<file path="config.mk">
export PLATFORM = sky130hd
export DESIGN_NAME = first_zero_pipelined
export DESIGN_NICKNAME = d
export VERILOG_FILES = /design/src/rtl/first_zero_pipelined.sv
export SDC_FILE = /design/constraint.sdc
export NUM_CORES = 1
export LEC_CHECK = 0
export ABC_AREA = 1
export ABC_CLOCK_PERIOD_IN_PS = 1200
export CAP_MARGIN = 25
export CORE_MARGIN = 1.5
export CORE_UTILIZATION = 45
export CTS_BUF_LIST = sky130_fd_sc_hd__clkbuf_4
export CTS_CLUSTER_DIAMETER = 50
export CTS_CLUSTER_SIZE = 20
export DETAILED_ROUTE_END_ITERATION = 12
export GPL_TIMING_DRIVEN = 0
export PLACE_DENSITY = 0.79
export SLEW_MARGIN = 20
export SYNTH_ARGS = -nofsm -noshare
export SYNTH_HDL_FRONTEND = slang
export SYNTH_SLANG_ARGS = --single-unit
export TNS_END_PERCENT = 10
</file>
<file path="constraint.sdc">
create_clock -name clk -period 1.2 [get_ports clk]
set_input_delay 0.24 -clock clk [delete_from_list [all_inputs] [get_ports clk]]
set_output_delay 0.24 -clock clk [all_outputs]
set_load 0.01 [all_outputs]
</file>
<file path="src/rtl/first_zero_pipelined.sv">
// Pipelined radix-4 find-first-zero encoder for WIDTH-bit occupancy words.
// Reports the lowest 0 bit of each word STAGES cycles later, one word per cycle.
// Optional feature: define FIRST_ZERO_START_EN to add a `start` port that
// treats every bit below `start` as occupied.
module first_zero_pipelined #(
    parameter int WIDTH  = 13,
    parameter int STAGES = ($clog2(WIDTH) + 1) / 2
) (
    input  logic                     clk,
    input  logic                     reset,
    input  logic [WIDTH-1:0]         in,
`ifdef FIRST_ZERO_START_EN
    input  logic [$clog2(WIDTH)-1:0] start,
`endif
    input  logic                     validIn,
    output logic [$clog2(WIDTH)-1:0] index,
    output logic                     found,
    output logic                     validOut
);

    localparam int IW = $clog2(WIDTH);
    localparam int PW = 1 << (2 * STAGES);        // padded word width, 4^STAGES
    localparam int NG = 1 << (2 * (STAGES - 1));  // groups at the input-side level
    localparam int XW = 2 * STAGES;               // full accumulated index width

    // Level l only uses the first 4^l entries; level 0 entry 0 is the result.
    logic [PW-1:0]                     padded;
    logic [STAGES-1:0][NG-1:0]         az_q, az_d;
    logic [STAGES-1:0][NG-1:0][XW-1:0] ix_q, ix_d;
    logic [STAGES:1]                   vld_pipe;
    logic                              unused_bits;

    // Pad to 4^STAGES with occupied bits and mask positions below start.
    always_comb begin
        padded = '1;
        for (int i = 0; i < WIDTH; i++) begin
`ifdef FIRST_ZERO_START_EN
            padded[i] = in[i] | (i < int'(start));
`else
            padded[i] = in[i];
`endif
        end
    end

    // Next value of every tree level: leaves from the padded word, inner
    // nodes from the registered children one level closer to the input.
    always_comb begin : tree
        logic [3:0] grp;
        logic [1:0] sel;
        grp  = '0;
        sel  = '0;
        az_d = '0;
        ix_d = '0;
        for (int g = 0; g < NG; g++) begin
            grp = padded[4*g +: 4];
            sel = 2'd0;
            for (int b = 3; b >= 0; b--)
                if (!grp[b]) sel = 2'(b);
            az_d[STAGES-1][g] = ~&grp;
            ix_d[STAGES-1][g] = XW'(sel);
        end
        for (int l = STAGES - 2; l >= 0; l--) begin
            for (int g = 0; g < (1 << (2 * l)); g++) begin
                sel = 2'd0;
                for (int k = 3; k >= 0; k--)
                    if (az_q[l+1][4*g+k]) sel = 2'(k);
                az_d[l][g] = |az_q[l+1][4*g +: 4];
                ix_d[l][g] = (XW'(sel) << (2 * (STAGES - 1 - l)))
                           | ix_q[l+1][4*g + int'(sel)];
            end
        end
        // No zero anywhere: report index 0 rather than whatever child 0 held.
        if (!az_d[0][0]) ix_d[0][0] = '0;
    end

    // Tree registers and the valid sideband shift register.
    always_ff @(posedge clk) begin
        if (reset) begin
            az_q     <= '0;
            ix_q     <= '0;
            vld_pipe <= '0;
        end else begin
            az_q     <= az_d;
            ix_q     <= ix_d;
            vld_pipe <= STAGES'({vld_pipe, validIn});
        end
    end

    assign found    = az_q[0][0];
    assign index    = ix_q[0][0][IW-1:0];
    assign validOut = vld_pipe[STAGES];

    // Unused tree slots and the index bits above IW (always zero since index < WIDTH).
    assign unused_bits = ^{az_q, ix_q};

endmodule

</file>
# Word level (Yosys, flattened, before mapping)
# Cells that the tools add are included.
dict set report totals {
  register_bits 23
  inputBits 16
  output_inout_bits 6
  wordCells 52
}
dict set report classes {
  magnitude_cmp 1
  muxes 15
  n_bitwise 8
  n_reduce_logical 15
}
# op count
set op_table {}
lappend op_table {{$mux W2} 10}
lappend op_table {{$reduce_and A4 Y1} 3}
lappend op_table {{$reduce_or A3 Y1} 3}
lappend op_table {{$bmux W4 S2} 1}
lappend op_table {{$reduce_or A2 Y1} 4}
lappend op_table {{$not A1 Y1} 7}
lappend op_table {{$logic_not A1 Y1} 4}
lappend op_table {{$mux W4} 1}
lappend op_table {{$or A4 B4 Y4} 1}
lappend op_table {{$reduce_or A4 Y1} 1}
lappend op_table {{$lt A2 B3 Y1 const B} 1}
lappend op_table {{$mux W1} 3}

# Depth between registers and ports, before layout
# Gate-level depths: netlist of run 1.
dict set report depth {
  ltp_word 7
  mapped_depth 8
  mapped_depth_nobuf 8
}

# Worst setup path after synthesis of run 1
# Ideal clock, no wire load.
dict set report synth_timing {
  path_kind {flip-flop to flip-flop}
  startpoint {register az_q[7] (netlist bit)}
  endpoint {register ix_q (netlist bit index[0])}
  setup_ns 0.116
  t_arrival_ns 0.755
  required_time_ns 1.084
  slack_ns 0.329
  stages_incl_launch_ff 5
  path_buffers 0
  synth_period_minus_slack_ns 0.871
  path_cell_list {dfxtp_1 o21ai_1 nand3b_1 nand2_1 nor2_2}
}
dict set report synth_via {
  elab_chain_cells 7
}
# item line
set synth_lines {}
lappend synth_lines {{start: declaration} 28} ;# logic [STAGES-1:0][NG-1:0] az_q, az_d;
lappend synth_lines {{start signal: assignment} 83} ;# az_q <= az_d;
lappend synth_lines {{$mux W2 (4 in a row)} 66} ;# if (az_q[l+1][4*g+k]) sel = 2'(k);
lappend synth_lines {{$bmux W4 S2} 69} ;# | ix_q[l+1][4*g + int'(sel)];
lappend synth_lines {{$mux W4 (not written as such)} 69}
lappend synth_lines {{$or A4 B4 Y4} 69}
lappend synth_lines {{end signal: assignment} 84} ;# ix_q <= ix_d;
lappend synth_lines {{end: declaration} 29} ;# logic [STAGES-1:0][NG-1:0][XW-1:0] ix_q, ix_d;
# Parallel ways exist; a longest one is shown, timed or not. The select of a mux whose other input is x is not followed.
# A chain may end at the register's enable or synchronous reset.

# Worst setup path after layout of run 1
dict set report layout_timing {
  startpoint {register az_q (netlist bit found)}
  endpoint {output port found}
}
# item line
set layout_lines {}
lappend layout_lines {{end: declaration} 17} ;# output logic found,
# No word-level cell between the ends.

==> impl_metrics.py, run 1 <==
metrics = {
    "worst_setup_path": {
        "path_buf_inv": 1,
        "cp-start-kind": "flip-flop",
        "path_cells": "dlygate4sd2_1",
        "crit_slowest_cell": "dfxtp_1",
        "critical_path_class": "reg -> out",
        "end_kind": "output pin",
        "required_ps": 960,
        "critPathMaxStageDelay_ps": 310,
        "worstPathArrival_ps": 850,
        "crit_family": "flip-flops",
        "critPathMaxFanout": 1,
    },
    "yosys": {
        "synth_most_common_cell": "inv_1",
        "synthArstFlopShare_pct": 0,
        "synth_cell_type_count": 17,
        "syn_inst": 84,
        "synth_edf_count": 0,
        "synth_seq_area_share_pct": 51.9,
        "synthTopCellsByArea": "dfxtp_1 52%, inv_1 10%, nand2_1 7.4%",
        "syn_area_per_cell_um2": 7.81,
        "synth_ff_type": "dfxtp_1",
        "syn_nets": 100,
        "synth_common_cells": "18 x inv_1, 17 x dfxtp_1, 13 x nand2_1",
        "syn_area_um2": 656,
        "yosysTopAreaCellShare_pct": 51.9,
        "synth_seq_cells": 17,
        "yosys_warnings": 0,
        "post-synth-top-area-cell": "dfxtp_1",
    },
    "placement": {
        "place_area_um2": 885,
        "port_buffers": 21,
        "place_ws_ps": -77.0,
        "gp_congestion": 0.732,
        "place_inst": 120,
        "place_hpwl_um": 841,
    },
    "clock_tree": {
        "htreeDepth": 1,
        "cts_tree": "done",
        "clkTransAtPathRegs_ps": 90,
        "hold_buffers": 0,
        "clkLatencyLatePin_ps": 280,
        "cts.path.max_buffers": 2,
        "clock_sinks": 17,
        "cts_buffers": 3,
        "root_buffer": "clkbuf_4",
    },
    "timing": {
        "rsz0062_at_grt": "no",
        "relSlewSlack_pct": 78.1,
        "fin_hold_ws_ps": 410,
        "finClkSkew_ps": 0.857,
        "finalMaxSlewViolations": 0,
        "finalSetupViolations": 0,
        "fmax_mhz": 913,
        "tightest_slew_ps": 326,
        "hold_viol_final": 0,
        "finalCriticalPeriod_ps": 1090,
        "fin_crit_sh_pct": 91.2,
        "final.setup.worst_slack_ps": 105,
    },
    "pwr": {
        "p_leak_nw": 0.456,
        "peakVddDrop_mv": 0.782,
        "powerDensity_nw_per_um2": 1210,
    },
    "routing": {
        "antenna_left": 0,
        "vias": 552,
        "viasPerCell": 4.45,
        "first_pass_iters": 2,
        "wl_mm": 1.04,
        "wl_per_cell_um": 8.42,
        "first_iter_violations": 3,
        "route.detailed.drc": 0,
    },
    "final_layout": {
        "syn2layout_area_growth_pct": 37.6,
        "fin_cells": 124,
        "postLayoutCellArea_um2": 902,
        "utilization_pct": 67.6,
        "fin_nets": 126,
        "drive_gt1_share_pct": 16.5,
        "num_antenna_cells": 0,
    },
    "floorplan": {
        "die-area_um2": 1690,
        "fp.coreArea_um2": 1330,
        "die_x_um": 41.2,
        "floorplan.initialDensity_pct": 49.2,
        "pin_count": 22,
        "rows": 13,
        "die_h_um": 41.2,
    },
    "global_route": {
        "grt_pass1_vias": 479,
        "grt_usage_pct": 16.2,
        "antenna_found_initial": 0,
        "grt_pass1_wl_mm": 1.78,
        "grt_overflow": 0,
        "grt_max_degree": 11,
    },
    "status": {
        "status": "finished, final reports clean",
    },
    "job": {
        "max_cap_violations": 0,
    },
    "hold_path": {
        "holdCritPathClass": "reg -> reg",
    },
}
## cells in the final DEF (no fill, tap or decap)
cell             netlist  final
a21oi_1                4      4
dfxtp_1               17     17
nand3_1                2      2
a21oi_2                1      1
nand2_2                1      1
buf_4                  4      8
a31oi_1                3      3
nand3b_1               2      2
nor3_1                 3      3
nor4_1                 2      2
nand2_1               13     13
buf_2                  1      1
inv_1                 18     18
clkbuf_4               0      4
dlygate4sd2_1          0      2
nor2_2                 3      3
o21ai_1                1      1
clkdlybuf4s50_1        0     15
clkinv_1               2      2
nor2_1                 7      7
## sequential cells by signal (all words and copies together) (netlist names)
name and count:
ix_q 6, az_q 4, index 4, vld_pipe 2
found 1
## cells by family (layout without fill, tap and decap cells)
group                  count (synthesis)  in the layout  share of synthesized area [%]
flip-flops                            17             17                           51.9
AND/OR/NAND/NOR                       33             33                           23.3
buffers and inverters                 25             50                           16.8
AO/OA/AOI/OAI                          9              9                           8.02
## worst paths after layout
| kind | slack (ps) | end | cells after the start | start |
|---|---|---|---|---|
| worst max register to register | 220 | index[0]$_SDFF_PP0_ | 4 | az_q[7]$_SDFF_PP0_ |
| worst min-delay path | 410 | vld_pipe[2]$_SDFF_PP0_ | 2 | vld_pipe[1]$_SDFF_PP0_ |
| worst min register to register | 410 | vld_pipe[2]$_SDFF_PP0_ | 2 | vld_pipe[1]$_SDFF_PP0_ |
| worst max-delay path | 110 | found | 1 | found$_SDFF_PP0_ |
## layer usage
metal	routed length, um	global-route usage [%]	vias up
li1	-	-	305
met1	446	17.6	229
met2	541	28.5	16
met3	41	3.26	2
met4	14	9.68	0
met5	0	0	-
## per-stage QoR
step / TNS, ps / total power [mW]
2_1_floorplan: 0 / 0.705
3_3_place_gp: -833 / 0.793
3_5_place_dp: -781 / 0.798
4_1_cts: 0 / 1.10
5_1_grt: 0 / 1.15
6_report: 0 / 1.09
## what timing repair did
item	CTS	global route
buffers inserted	0	0
setup endpoints to repair	6	0
resized for setup	10	0
## where the power goes
group / internal [mW] / total, mW / switching [mW] / leakage (nW)
combinational: 0.0966 / 0.172 / 0.0752 / 0.297
clock: 0.152 / 0.312 / 0.160 / 0.0184
sequential: 0.595 / 0.606 / 0.0111 / 0.141
## worst register-to-register path: cells and delay by family, from the launching register on
family / cells / cell delay (ps)
AO/OA/AOI/OAI: 1 / 300
flip-flops: 1 / 330
AND/OR/NAND/NOR: 3 / 250
## cell type report
| class | count | area [um2] |
|---|---|---|
| Clock buffer | 4 | 30.0 |
| Sequential cell | 17 | 340 |
| Tap cell | 15 | 18.8 |
| Fill cell | 121 | 432 |
| Inverter | 20 | 75.1 |
| Buffer | 5 | 35.0 |
| Multi-Input combinational cell | 42 | 205 |
| Timing Repair Buffer | 21 | 198 |
No activity file was read; power rests on OpenSTA's default activity.
==> run 2, diff against run 1 <==
--- a/config.mk
+++ b/config.mk
@@ -8,14 +8,16 @@
 export ABC_AREA = 1
 export ABC_CLOCK_PERIOD_IN_PS = 1200
 export CAP_MARGIN = 25
+export CELL_PAD_IN_SITES_DETAIL_PLACEMENT = 1
+export CELL_PAD_IN_SITES_GLOBAL_PLACEMENT = 2
 export CORE_MARGIN = 1.5
-export CORE_UTILIZATION = 45
+export CORE_UTILIZATION = 25
 export CTS_BUF_LIST = sky130_fd_sc_hd__clkbuf_4
 export CTS_CLUSTER_DIAMETER = 50
 export CTS_CLUSTER_SIZE = 20
 export DETAILED_ROUTE_END_ITERATION = 12
 export GPL_TIMING_DRIVEN = 0
-export PLACE_DENSITY = 0.79
+export PLACE_DENSITY_LB_ADDON = 0.1
 export SLEW_MARGIN = 20
 export SYNTH_ARGS = -nofsm -noshare
 export SYNTH_HDL_FRONTEND = slang
==> impl_metrics.py, run 2 (synthesized netlist as in run 1, its figures left out) <==
metrics = {
    "status": {
        "status": "finished, final reports clean",
    },
    "final_layout": {
        "num_antenna_cells": 0,
        "largest_reg_flops": 6,
        "utilization_pct": 37.1,
        "drive_gt1_share_pct": 16.5,
        "syn2layout_area_growth_pct": 40.1,
        "regMostFlops": "ix_q",
        "layout_commonest_cell": "inv_1",
        "fin_cells": 139,
        "final_cell_mix": "18 x inv_1, 17 x dfxtp_1, 15 x clkdlybuf4s50_1",
        "fin_nets": 126,
    },
    "timing": {
        "tightest_slew_ps": 348,
        "finalSetupViolations": 0,
        "fin_hold_ws_ps": 409,
        "relSlewSlack_pct": 76.7,
        "rsz0062_at_grt": "no",
        "fmax_mhz": 905,
        "finalCriticalPeriod_ps": 1110,
        "finalMaxSlewViolations": 0,
        "fin_crit_sh_pct": 92.1,
        "final.setup.worst_slack_ps": 94.7,
        "finClkSkew_ps": 5.84,
        "hold_viol_final": 0,
    },
    "floorplan": {
        "floorplan.initialDensity_pct": 26.5,
        "die-area_um2": 2940,
        "die_x_um": 54.2,
        "rows": 18,
        "fp.coreArea_um2": 2480,
        "die_h_um": 54.2,
        "pin_count": 22,
    },
    "clock_tree": {
        "clkLatencyLatePin_ps": 290,
        "clkTransAtPathRegs_ps": 100,
        "root_buffer": "clkbuf_4",
        "cts_buffers": 3,
        "hold_buffers": 0,
        "clock_sinks": 17,
        "htreeDepth": 1,
        "cts_tree": "done",
        "cts.path.max_buffers": 2,
    },
    "hold_path": {
        "holdCritPathClass": "reg -> reg",
        "hp-start": "vld_pipe[1]$_SDFF_PP0_",
        "hold_depth": 2,
        "min_delay_worst_endpoint": "vld_pipe[2]$_SDFF_PP0_",
    },
    "placement": {
        "place_ws_ps": -138,
        "place_hpwl_mm": 1.02,
        "place_inst": 135,
        "gp_congestion": 0.714,
        "port_buffers": 21,
    },
    "job": {
        "max_cap_violations": 0,
    },
    "worst_setup_path": {
        "required_ps": 960,
        "end_kind": "output pin",
        "path_cells": "dlygate4sd2_1",
        "cp-start-kind": "flip-flop",
        "critPathMaxFanout": 1,
        "critPathMaxStageDelay_ps": 310,
        "worstPathArrival_ps": 870,
        "path_buf_inv": 1,
        "crit_slowest_cell": "dfxtp_1",
        "reg2reg_depth": 4,
        "critical_path_class": "reg -> out",
        "r2r_start": "az_q[7]$_SDFF_PP0_",
        "r2r-end": "index[1]$_SDFF_PP0_",
        "crit_family": "flip-flops",
        "regToRegSetupSlack_ps": 210,
    },
    "routing": {
        "first_pass_iters": 2,
        "route.detailed.drc": 0,
        "vias": 571,
        "antenna_left": 0,
        "wl_mm": 1.25,
        "wl_per_cell_um": 8.98,
        "viasPerCell": 4.11,
        "first_iter_violations": 5,
    },
    "pwr": {
        "powerDensity_nw_per_um2": 1180,
        "fin_total_pwr_mw": 1.08,
        "peakVddDrop_mv": 0.477,
        "p_leak_nw": 0.456,
    },
    "global_route": {
        "grt_pass1_wl_mm": 2.04,
        "grt_overflow": 0,
        "grt_max_degree": 11,
        "grt_pass1_vias": 510,
        "antenna_found_initial": 0,
        "grt_usage_pct": 10.1,
    },
}
run 2: worst max path at each step:
stage | end | cells past startpoint | from | slack (ps)
after floorplan | index[0]$_SDFF_PP0_ | 4 | az_q[7]$_SDFF_PP0_ | 330
after global placement | ix_q[16]$_SDFF_PP0_ | 3 | reset | -150
after detailed placement | ix_q[16]$_SDFF_PP0_ | 3 | reset | -140
after CTS | validOut | 1 | vld_pipe[2]$_SDFF_PP0_ | 80
after global routing | found | 1 | found$_SDFF_PP0_ | 40
final | validOut | 1 | vld_pipe[2]$_SDFF_PP0_ | 90
run 2: metal layers:
layer	share of wire [%]	global-route usage, %
met1	45	11.1
met3	5.6	2.46
met2	47	17.3
met5	0	0
met4	2.6	6.25
run 2: area by class of cell:
type / count / area [um2]
fill: 312 / 1560
sequential: 17 / 340
multi-input combinational: 42 / 205
timing repair buffer: 21 / 198
inverter: 20 / 75.1
tap: 30 / 37.5
buffer: 5 / 35.0
clock buffer: 3 / 22.5
clock inverter: 1 / 5.00
run 2: through the flow:
| step | TNS, ps | area (um2) |
|---|---|---|
| finish | 0 | 918 |
| floorplan | 0 | 656 |
| detailed placement | -1570 | 903 |
| global placement | -1620 | 903 |
| global route | 0 | 918 |
| CTS | 0 | 918 |
run 2: where the power goes:
part,leakage [nW],internal (mW),switching (mW)
logic,0.297,0.0966,0.0779
clock network,0.0177,0.124,0.179
registers,0.141,0.595,0.0113
run 2: repair_timing:
item	4_1_cts	5_1_grt
setup endpoints to repair	6	0
gates resized for setup	10	0
setup buffers	0	0
==> run 3, diff against run 2 <==
--- a/config.mk
+++ b/config.mk
@@ -7,7 +7,7 @@
 export LEC_CHECK = 0
 export ABC_AREA = 1
 export ABC_CLOCK_PERIOD_IN_PS = 1200
-export CAP_MARGIN = 25
+export CAP_MARGIN = 20
 export CELL_PAD_IN_SITES_DETAIL_PLACEMENT = 1
 export CELL_PAD_IN_SITES_GLOBAL_PLACEMENT = 2
 export CORE_MARGIN = 1.5
==> results of run 3 <==
Final layout, timing and power as in run 2 (identical DEF).
